[src/rtl/eq_pkg.sv]
// Shared types and constants for the equalizer gain loader.
// Command byte layout, FSM state encodings and the gain word type.
package eq_pkg;

    localparam int CMD_RD_BIT     = 7;
    localparam int CMD_COMMIT_BIT = 6;
    localparam int MAX_FILTERS    = 16;

    typedef logic [15:0] gain_t;

    typedef enum logic [2:0] {
        P_CMD,
        P_WR_LSB,
        P_WR_MSB,
        P_RD_MSB,
        P_DRAIN
    } parser_state_e;

    typedef enum logic [1:0] {
        C_IDLE,
        C_ARMED,
        C_GUARD,
        C_BURST
    } commit_state_e;

    function automatic logic index_ok(input logic [3:0] idx, input int n);
        return int'(idx) < n;
    endfunction

endpackage

[src/rtl/eq_gain_loader_if.sv]
// CPU byte link between the host byte receiver (master) and the gain loader (slave).
interface eq_gain_loader_if;

    logic       cpu_frame;
    logic       cpu_byte_en;
    logic [7:0] cpu_byte;
    logic [7:0] rd_byte;
    logic       rd_byte_valid;

    modport master (
        output cpu_frame, cpu_byte_en, cpu_byte,
        input  rd_byte, rd_byte_valid
    );

    modport slave (
        input  cpu_frame, cpu_byte_en, cpu_byte,
        output rd_byte, rd_byte_valid
    );

endinterface

[src/rtl/eq_cpu_byte_parser.sv]
// Frame-level command parser: turns the CPU byte stream into write, read and
// commit strobes. Strobes are combinational and valid in the cycle of the byte.
module eq_cpu_byte_parser
    import eq_pkg::*;
#(
    parameter int num_of_filters = 4
) (
    input  logic       clk,
    input  logic       reset,
    input  logic       cpu_frame,
    input  logic       cpu_byte_en,
    input  logic [7:0] cpu_byte,
    output logic       wr_stb,
    output logic [3:0] wr_idx,
    output gain_t      wr_val,
    output logic       rd_req,
    output logic       rd_hi,
    output logic [3:0] rd_idx,
    output logic       commit_req,
    output logic       cmd_err
);

    parser_state_e state_q, state_d;
    logic [3:0]    idx_q, idx_d;
    logic [7:0]    lsb_q, lsb_d;

    // NOTE: state registers use non-blocking assignments so every flop samples
    // the pre-edge value of its neighbours, whatever the process order.
    always_ff @(posedge clk) begin
        if (reset) begin
            state_q <= P_CMD;
            idx_q   <= '0;
            lsb_q   <= '0;
        end else begin
            state_q <= state_d;
            idx_q   <= idx_d;
            lsb_q   <= lsb_d;
        end
    end

    // NOTE: every output and next-state variable gets a default before the case,
    // otherwise an unassigned path would infer a latch.
    always_comb begin
        state_d    = state_q;
        idx_d      = idx_q;
        lsb_d      = lsb_q;
        wr_stb     = 1'b0;
        wr_idx     = idx_q;
        wr_val     = {cpu_byte, lsb_q};
        rd_req     = 1'b0;
        rd_hi      = 1'b0;
        rd_idx     = idx_q;
        commit_req = 1'b0;
        cmd_err    = 1'b0;

        if (!cpu_frame) begin
            state_d = P_CMD;
        end else if (cpu_byte_en) begin
            unique case (state_q)
                P_CMD: begin
                    idx_d = cpu_byte[3:0];
                    if (cpu_byte[CMD_COMMIT_BIT]) begin
                        commit_req = 1'b1;
                        state_d    = P_DRAIN;
                    end else if (!index_ok(cpu_byte[3:0], num_of_filters)) begin
                        cmd_err = 1'b1;
                        state_d = P_DRAIN;
                    end else if (cpu_byte[CMD_RD_BIT]) begin
                        rd_req  = 1'b1;
                        rd_idx  = cpu_byte[3:0];
                        state_d = P_RD_MSB;
                    end else begin
                        state_d = P_WR_LSB;
                    end
                end
                P_WR_LSB: begin
                    lsb_d   = cpu_byte;
                    state_d = P_WR_MSB;
                end
                P_WR_MSB: begin
                    wr_stb  = 1'b1;
                    state_d = P_DRAIN;
                end
                P_RD_MSB: begin
                    rd_req  = 1'b1;
                    rd_hi   = 1'b1;
                    state_d = P_DRAIN;
                end
                P_DRAIN: state_d = P_DRAIN;
                default: state_d = P_CMD;
            endcase
        end
    end

endmodule

[src/rtl/eq_gain_loader.sv]
// Equalizer gain loader: staged/active gain banks with a commit FSM that
// writes dirty entries to the gain RAM in a burst aligned to a sample boundary.
module eq_gain_loader
    import eq_pkg::*;
#(
    parameter int    num_of_filters = 4,
    parameter gain_t default_gain   = 16'h0100
) (
    input  logic            clk,
    input  logic            reset,
    eq_gain_loader_if.slave cpu,
    input  logic            r_data_en,
    output logic            eq_wr,
    output logic [3:0]      eq_wr_sel,
    output logic [7:0]      eq_gain_lsb,
    output logic [7:0]      eq_gain_msb,
    output logic            busy,
    output logic            commit_done,
    output logic            cmd_err
);

    localparam logic [4:0] GUARD_LAST = 5'(num_of_filters + 1);
    localparam logic [3:0] SCAN_LAST  = 4'(num_of_filters - 1);

    logic       wr_stb;
    logic [3:0] wr_idx;
    gain_t      wr_val;
    logic       rd_req;
    logic       rd_hi;
    logic [3:0] rd_idx;
    logic       commit_req;
    logic       parse_err;

    eq_cpu_byte_parser #(
        .num_of_filters (num_of_filters)
    ) u_parser (
        .clk         (clk),
        .reset       (reset),
        .cpu_frame   (cpu.cpu_frame),
        .cpu_byte_en (cpu.cpu_byte_en),
        .cpu_byte    (cpu.cpu_byte),
        .wr_stb      (wr_stb),
        .wr_idx      (wr_idx),
        .wr_val      (wr_val),
        .rd_req      (rd_req),
        .rd_hi       (rd_hi),
        .rd_idx      (rd_idx),
        .commit_req  (commit_req),
        .cmd_err     (parse_err)
    );

    gain_t                  staged [MAX_FILTERS];
    gain_t                  active [MAX_FILTERS];
    logic [MAX_FILTERS-1:0] dirty;

    commit_state_e cstate_q, cstate_d;
    logic [4:0]    guard_q, guard_d;
    logic [3:0]    scan_q, scan_d;
    logic          scan_active;
    logic          last_scan;
    logic          done_pend;
    gain_t         rd_gain;

    assign scan_active = (cstate_q == C_BURST);
    assign last_scan   = scan_active && (scan_q == SCAN_LAST);
    assign rd_gain     = active[rd_idx];

    // Reset lands in C_BURST so the gain RAM is initialised without waiting for a sample.
    always_ff @(posedge clk) begin
        if (reset) begin
            cstate_q <= C_BURST;
            guard_q  <= '0;
            scan_q   <= '0;
        end else begin
            cstate_q <= cstate_d;
            guard_q  <= guard_d;
            scan_q   <= scan_d;
        end
    end

    always_comb begin
        cstate_d = cstate_q;
        guard_d  = guard_q;
        scan_d   = scan_q;
        unique case (cstate_q)
            C_IDLE: begin
                if (commit_req) cstate_d = C_ARMED;
            end
            C_ARMED: begin
                if (r_data_en) begin
                    cstate_d = C_GUARD;
                    guard_d  = '0;
                end
            end
            C_GUARD: begin
                // Hold off until the equalizer's read sweep for this sample is over.
                if (guard_q == GUARD_LAST) begin
                    cstate_d = C_BURST;
                    scan_d   = '0;
                end else begin
                    guard_d = guard_q + 5'd1;
                end
            end
            C_BURST: begin
                if (scan_q == SCAN_LAST) cstate_d = C_IDLE;
                else                     scan_d   = scan_q + 4'd1;
            end
            default: cstate_d = C_IDLE;
        endcase
    end

    // NOTE: the gain banks are small register arrays, so they take a real reset
    // value; a RAM-style bank could not be reset this way.
    always_ff @(posedge clk) begin
        if (reset) begin
            for (int i = 0; i < MAX_FILTERS; i++) begin
                staged[i] <= default_gain;
                active[i] <= default_gain;
            end
            dirty <= '1;
        end else begin
            if (scan_active) begin
                if (dirty[scan_q]) active[scan_q] <= staged[scan_q];
                dirty[scan_q] <= 1'b0;
            end
            // Placed after the scan so a host write to the scanned entry keeps it dirty.
            if (wr_stb) begin
                staged[wr_idx] <= wr_val;
                dirty[wr_idx]  <= 1'b1;
            end
        end
    end

    always_ff @(posedge clk) begin
        if (reset) begin
            eq_wr             <= 1'b0;
            eq_wr_sel         <= '0;
            eq_gain_lsb       <= '0;
            eq_gain_msb       <= '0;
            busy              <= 1'b0;
            done_pend         <= 1'b0;
            commit_done       <= 1'b0;
            cmd_err           <= 1'b0;
            cpu.rd_byte       <= '0;
            cpu.rd_byte_valid <= 1'b0;
        end else begin
            eq_wr <= scan_active && dirty[scan_q];
            if (scan_active) begin
                eq_wr_sel   <= scan_q;
                eq_gain_lsb <= staged[scan_q][7:0];
                eq_gain_msb <= staged[scan_q][15:8];
            end
            busy        <= (cstate_d != C_IDLE) || last_scan;
            done_pend   <= last_scan;
            commit_done <= done_pend;
            cmd_err     <= parse_err;
            cpu.rd_byte_valid <= rd_req;
            if (rd_req) cpu.rd_byte <= rd_hi ? rd_gain[15:8] : rd_gain[7:0];
        end
    end

endmodule

[src/flat_wrapper.sv]
// flat-port wrapper written by rule: the top's interface ports become plain ports
module eq_gain_loader_flat import eq_pkg::*;
#(
    parameter int    num_of_filters = 4,
    parameter gain_t default_gain   = 16'h0100
)
  (clk, reset, r_data_en, eq_wr, eq_wr_sel, eq_gain_lsb, eq_gain_msb, busy, commit_done, cmd_err, cpu_cpu_frame, cpu_cpu_byte_en, cpu_cpu_byte, cpu_rd_byte, cpu_rd_byte_valid);
  eq_gain_loader_if cpu_i ();
  input  logic clk;
  input  logic reset;
  input  logic r_data_en;
  output logic eq_wr;
  output logic [3:0] eq_wr_sel;
  output logic [7:0] eq_gain_lsb;
  output logic [7:0] eq_gain_msb;
  output logic busy;
  output logic commit_done;
  output logic cmd_err;
  input wire logic [$bits(cpu_i.cpu_frame)-1:0] cpu_cpu_frame;
  input wire logic [$bits(cpu_i.cpu_byte_en)-1:0] cpu_cpu_byte_en;
  input wire logic [$bits(cpu_i.cpu_byte)-1:0] cpu_cpu_byte;
  output wire logic [$bits(cpu_i.rd_byte)-1:0] cpu_rd_byte;
  output wire logic [$bits(cpu_i.rd_byte_valid)-1:0] cpu_rd_byte_valid;
  assign cpu_i.cpu_frame = cpu_cpu_frame;
  assign cpu_i.cpu_byte_en = cpu_cpu_byte_en;
  assign cpu_i.cpu_byte = cpu_cpu_byte;
  assign cpu_rd_byte = cpu_i.rd_byte;
  assign cpu_rd_byte_valid = cpu_i.rd_byte_valid;
  eq_gain_loader #(.num_of_filters(num_of_filters), .default_gain(default_gain)) u_core (.clk(clk), .reset(reset), .cpu(cpu_i), .r_data_en(r_data_en), .eq_wr(eq_wr), .eq_wr_sel(eq_wr_sel), .eq_gain_lsb(eq_gain_lsb), .eq_gain_msb(eq_gain_msb), .busy(busy), .commit_done(commit_done), .cmd_err(cmd_err));
endmodule
[config.mk]
export PLATFORM = sky130hd
export DESIGN_NAME = eq_gain_loader_flat
export DESIGN_NICKNAME = d
export VERILOG_FILES = /design/src/rtl/eq_pkg.sv /design/src/rtl/eq_gain_loader_if.sv /design/src/rtl/eq_cpu_byte_parser.sv /design/src/rtl/eq_gain_loader.sv /design/src/flat_wrapper.sv
export SDC_FILE = /design/constraint.sdc
export NUM_CORES = 1
export LEC_CHECK = 0
export CORE_MARGIN = 1.5
export CORE_UTILIZATION = 30
export DETAILED_ROUTE_END_ITERATION = 6
export SETUP_SLACK_MARGIN = 0.02
export SYNTH_ARGS = -nofsm -noshare
export SYNTH_HDL_FRONTEND = slang
export SYNTH_HIERARCHICAL = 1
export SYNTH_SLANG_ARGS = --single-unit
[constraint.sdc]
create_clock -name clk -period 3.3 [get_ports clk]
set_input_delay 0.66 -clock clk [delete_from_list [all_inputs] [get_ports clk]]
set_output_delay 0.66 -clock clk [all_outputs]
set_load 0.1 [all_outputs]
==> run metrics <==
Netlist cell types 55; Hold Vio Cnt, Final 0; Cells after Synth 1915; placed instance count 3103; relative slew slack 40.92%; Synthesized Nets 1934; DRC viols 0; VDD IR max 0.0004213 V; Worst Hold Depth 1; Reg clk slew, reported paths 60 ps; register area share after synthesis 64.22%; die height 299.8 um; internal power 14190 uW; Avg Inst Size Synth 13.80 um2; I/O pins 46; Total Power 20940 uW; ANT cells 0; RSZ-0062 raised after global routing no; H-tree depth 2; Worst Path Max Fanout 26; Placer Congestion 0.8534; Multi-input gate area 8706 um2; fmax 0.3114 GHz; Final ANT Viol Nets 0; Routed Wire Length 70.20 mm; Hold Slack 450.9 ps; grt total ovfl 0; Clk pwr share 31.9%; Iter 0 DRT Violations 1445; Compound-Gate Fraction of Synth Area 6.191%; Leakage 0.01044 uW; Placeable Area 87020 um2; xor/xnor cell area share of the yosys netlist 0.1988%; dpl hpwl 45.34 mm; layout cell share with drive strength beyond 1 20.60%; Max-cap violations 0; WL per Instance 21.85 um; Post-Syn Area 26440 um2; Crit. End Element flop; Total Nets Final 2028; Psw 6745 uW; CTS sink count 592; # rows 108; Simple-Gate Fraction of Synth Area 15.11%; multiplexer area fraction after synthesis 10.88%; CTS tree yes; Starting Density 30.38%; number of synthesized register bits 592; WS Path Type input port to flop; Power Dens Cells 677.8 nW/um2; worst hold-check path type flop to flop; WP data arrival 3760 ps; Final setup viols 0; dominant synthesized flop cell edfxtp_1; first-pass GRT wire length 104.1 mm; switch share 32.21%; Synth Area in Adders 0.2840%; vias in the first global route 15850; Clk Latency, worst-skew pair 640 ps; fin. max-slew vios 0; largest family of logic cells by synthesized area simple AND/OR/NAND/NOR gates; Reg area 16980 um2; outcome finished clean; Filler cells 8328; reg2reg path depth 9; Ys Warns 6; Finished Layout Cells 3213; First-pass DRT Iterations 6; via count 15900; cts bufs inserted 59; Critical Path RT 3850 ps; Flop pwr share 42.9%; EDFF count, synth 512; die area 89910 um2; vias per inst 4.949; overall global routing resource usage 15.46%; Tmin final 3212 ps; post-synthesis async set-or-reset flop share 0%; reg2reg setup slack 120 ps; Worst-Margin Slew 884.3 ps; combinational share of power 25.2%; Die Wd 299.8 um; initial antenna violation count 1; area grow syn2layout 16.85%; clock root buffer master clkbuf_16; Bufs on Longest Clock Path 3; CP Launch Type input port; IO Port Bufs 45; post-route setup TNS 0 ps; largest net degree at the start of global routing 65; Setup Skew 26.24 ps; crit share post-route 97.32%
[power groups by stage]
stage	Sequential (uW)	Clock (uW)	Combinational, uW
after floorplan	9610	0	2830
after global placement	9130	0	5220
after detailed placement	9150	0	5260
after CTS	8990	6800	5280
after global routing	9040	7100	5510
final	8980	6690	5270
[registers in the layout (all words and copies together) (netlist names), 2 cells and up, named ones only]
| name | cells |
|---|---|
| u_core/active | 256 |
| u_core/cpu.rd_byte | 8 |
| u_core/cstate_q | 2 |
| u_core/dirty | 16 |
| u_core/eq_gain_lsb | 8 |
| u_core/eq_gain_msb | 8 |
| u_core/eq_wr_sel | 4 |
| u_core/guard_q | 5 |
| u_core/scan_q | 4 |
| u_core/staged | 256 |
| u_core/u_parser/lsb_q | 8 |
| u_core/u_parser/state_q | 3 |
| u_core/u_parser/wr_idx | 4 |
[path summary, 6_finish.rpt]
check                                          startpoint                                  to
hold / removal                 u_core/dirty[2]$_SDFF_PP1_          u_core/dirty[2]$_SDFF_PP1_
setup / recovery                          cpu_cpu_byte[2]  u_core/cpu.rd_byte[4]$_SDFFE_PP0P_
setup reg to reg  u_core/u_parser/state_q[2]$_SDFFE_PP0P_  u_core/cpu.rd_byte[4]$_SDFFE_PP0P_
hold reg to reg                u_core/dirty[2]$_SDFF_PP1_          u_core/dirty[2]$_SDFF_PP1_
[Yosys cell counts (10+ instances only)]
master	n	area, um2
and2_1	245	1533
or2_2	17	106.4
nand3_1	31	155.2
clkbuf_1	85	319.1
nand2b_1	43	269.0
a221oi_4	14	367.9
dfxtp_1	80	1602
nand2_1	38	142.6
a22oi_1	65	488.0
edfxtp_1	512	15370
a22o_1	16	140.1
mux2i_1	128	1281
buf_4	21	157.7
nor2b_1	10	62.56
nand3b_1	17	127.6
nor2_2	30	187.7
buf_2	40	200.2
o21ai_0	37	185.2
mux4_2	69	1554
nor2_1	247	927.1
a21oi_1	55	275.3
[layout by cell type (no fill, tap or decap), types with 7 or more instances in the layout]
cell type,Yosys,routed
nor2_2,30,31
and2_1,245,245
clkbuf_1,85,9
nand3b_1,17,17
a22oi_1,65,61
a22o_1,16,16
buf_4,21,153
edfxtp_1,512,512
nor3_1,9,9
or3_1,9,9
mux4_2,69,69
o21ai_0,37,37
a221oi_4,14,15
nor2_1,247,245
clkbuf_16,0,59
clkdlybuf4s50_1,0,11
nor2b_1,10,7
clkinv_1,0,15
a21o_1,8,8
nand2b_1,43,43
nand3_1,31,31
a211oi_1,9,9
a21oi_1,55,55
buf_12,3,28
nand2_1,38,38
dfxtp_1,80,78
clkinv_2,0,12
mux2i_1,128,128
or2_2,17,17
or4_1,8,8
[stage by stage]
stage	util, %	area, um2	setup WS (ps)
2_1_floorplan	-	26440	259.2
3_3_place_gp	33.27	28950	-675.3
3_5_place_dp	33.27	28950	-683.1
4_1_cts	35.47	30870	110.8
5_1_grt	35.50	30890	29.05
6_report	35.50	30890	88.41
[kinds of logic (layout without fill, tap and decap cells)]
kind of cell | Yosys count | after routing
adders and majority gates | 6 | 6
muxes | 200 | 200
and+or+nand+nor | 736 | 736
xor gates and xnor gates | 6 | 6
DFF | 592 | 592
AOI/OAI and AO/OA | 209 | 209
buffers and inverters | 166 | 309
[area by class of cell]
type / count / area share [%]
multi-input cells: 1157 / 28.18
inverters: 6 / 0.07291
flip-flops and latches: 592 / 54.97
clock inverters: 40 / 1.211
well taps: 1155 / 4.678
repair buffers: 193 / 5.905
clock buffers: 70 / 4.978
[repair_timing]
action,in CTS,in global routing
gates resized for setup,1,4
buffers inserted,0,0
endpoints found under the setup margin,2,3
hold buffers,0,0
[worst max-delay path, cell delays in order]
cell and delay [ps]:
clkdlybuf4s50_1 460, nor3_4 270, nand4_4 230, mux2_8 480, buf_12 220, mux2i_1 140
a22oi_1 390, a21oi_1 120, or4_1 520, a211oi_1 230
[layer usage]
layer  vias to the layer above  GRT usage, %  wire (um)
li1                       7186             -          -
met2                       548         25.38      33920
met5                         -             0          0
met3                       110         2.247       4222
met4                         0         4.858       1875
met1                      8057         21.09      30180
Note: power is estimated with default switching activity, not from simulation.
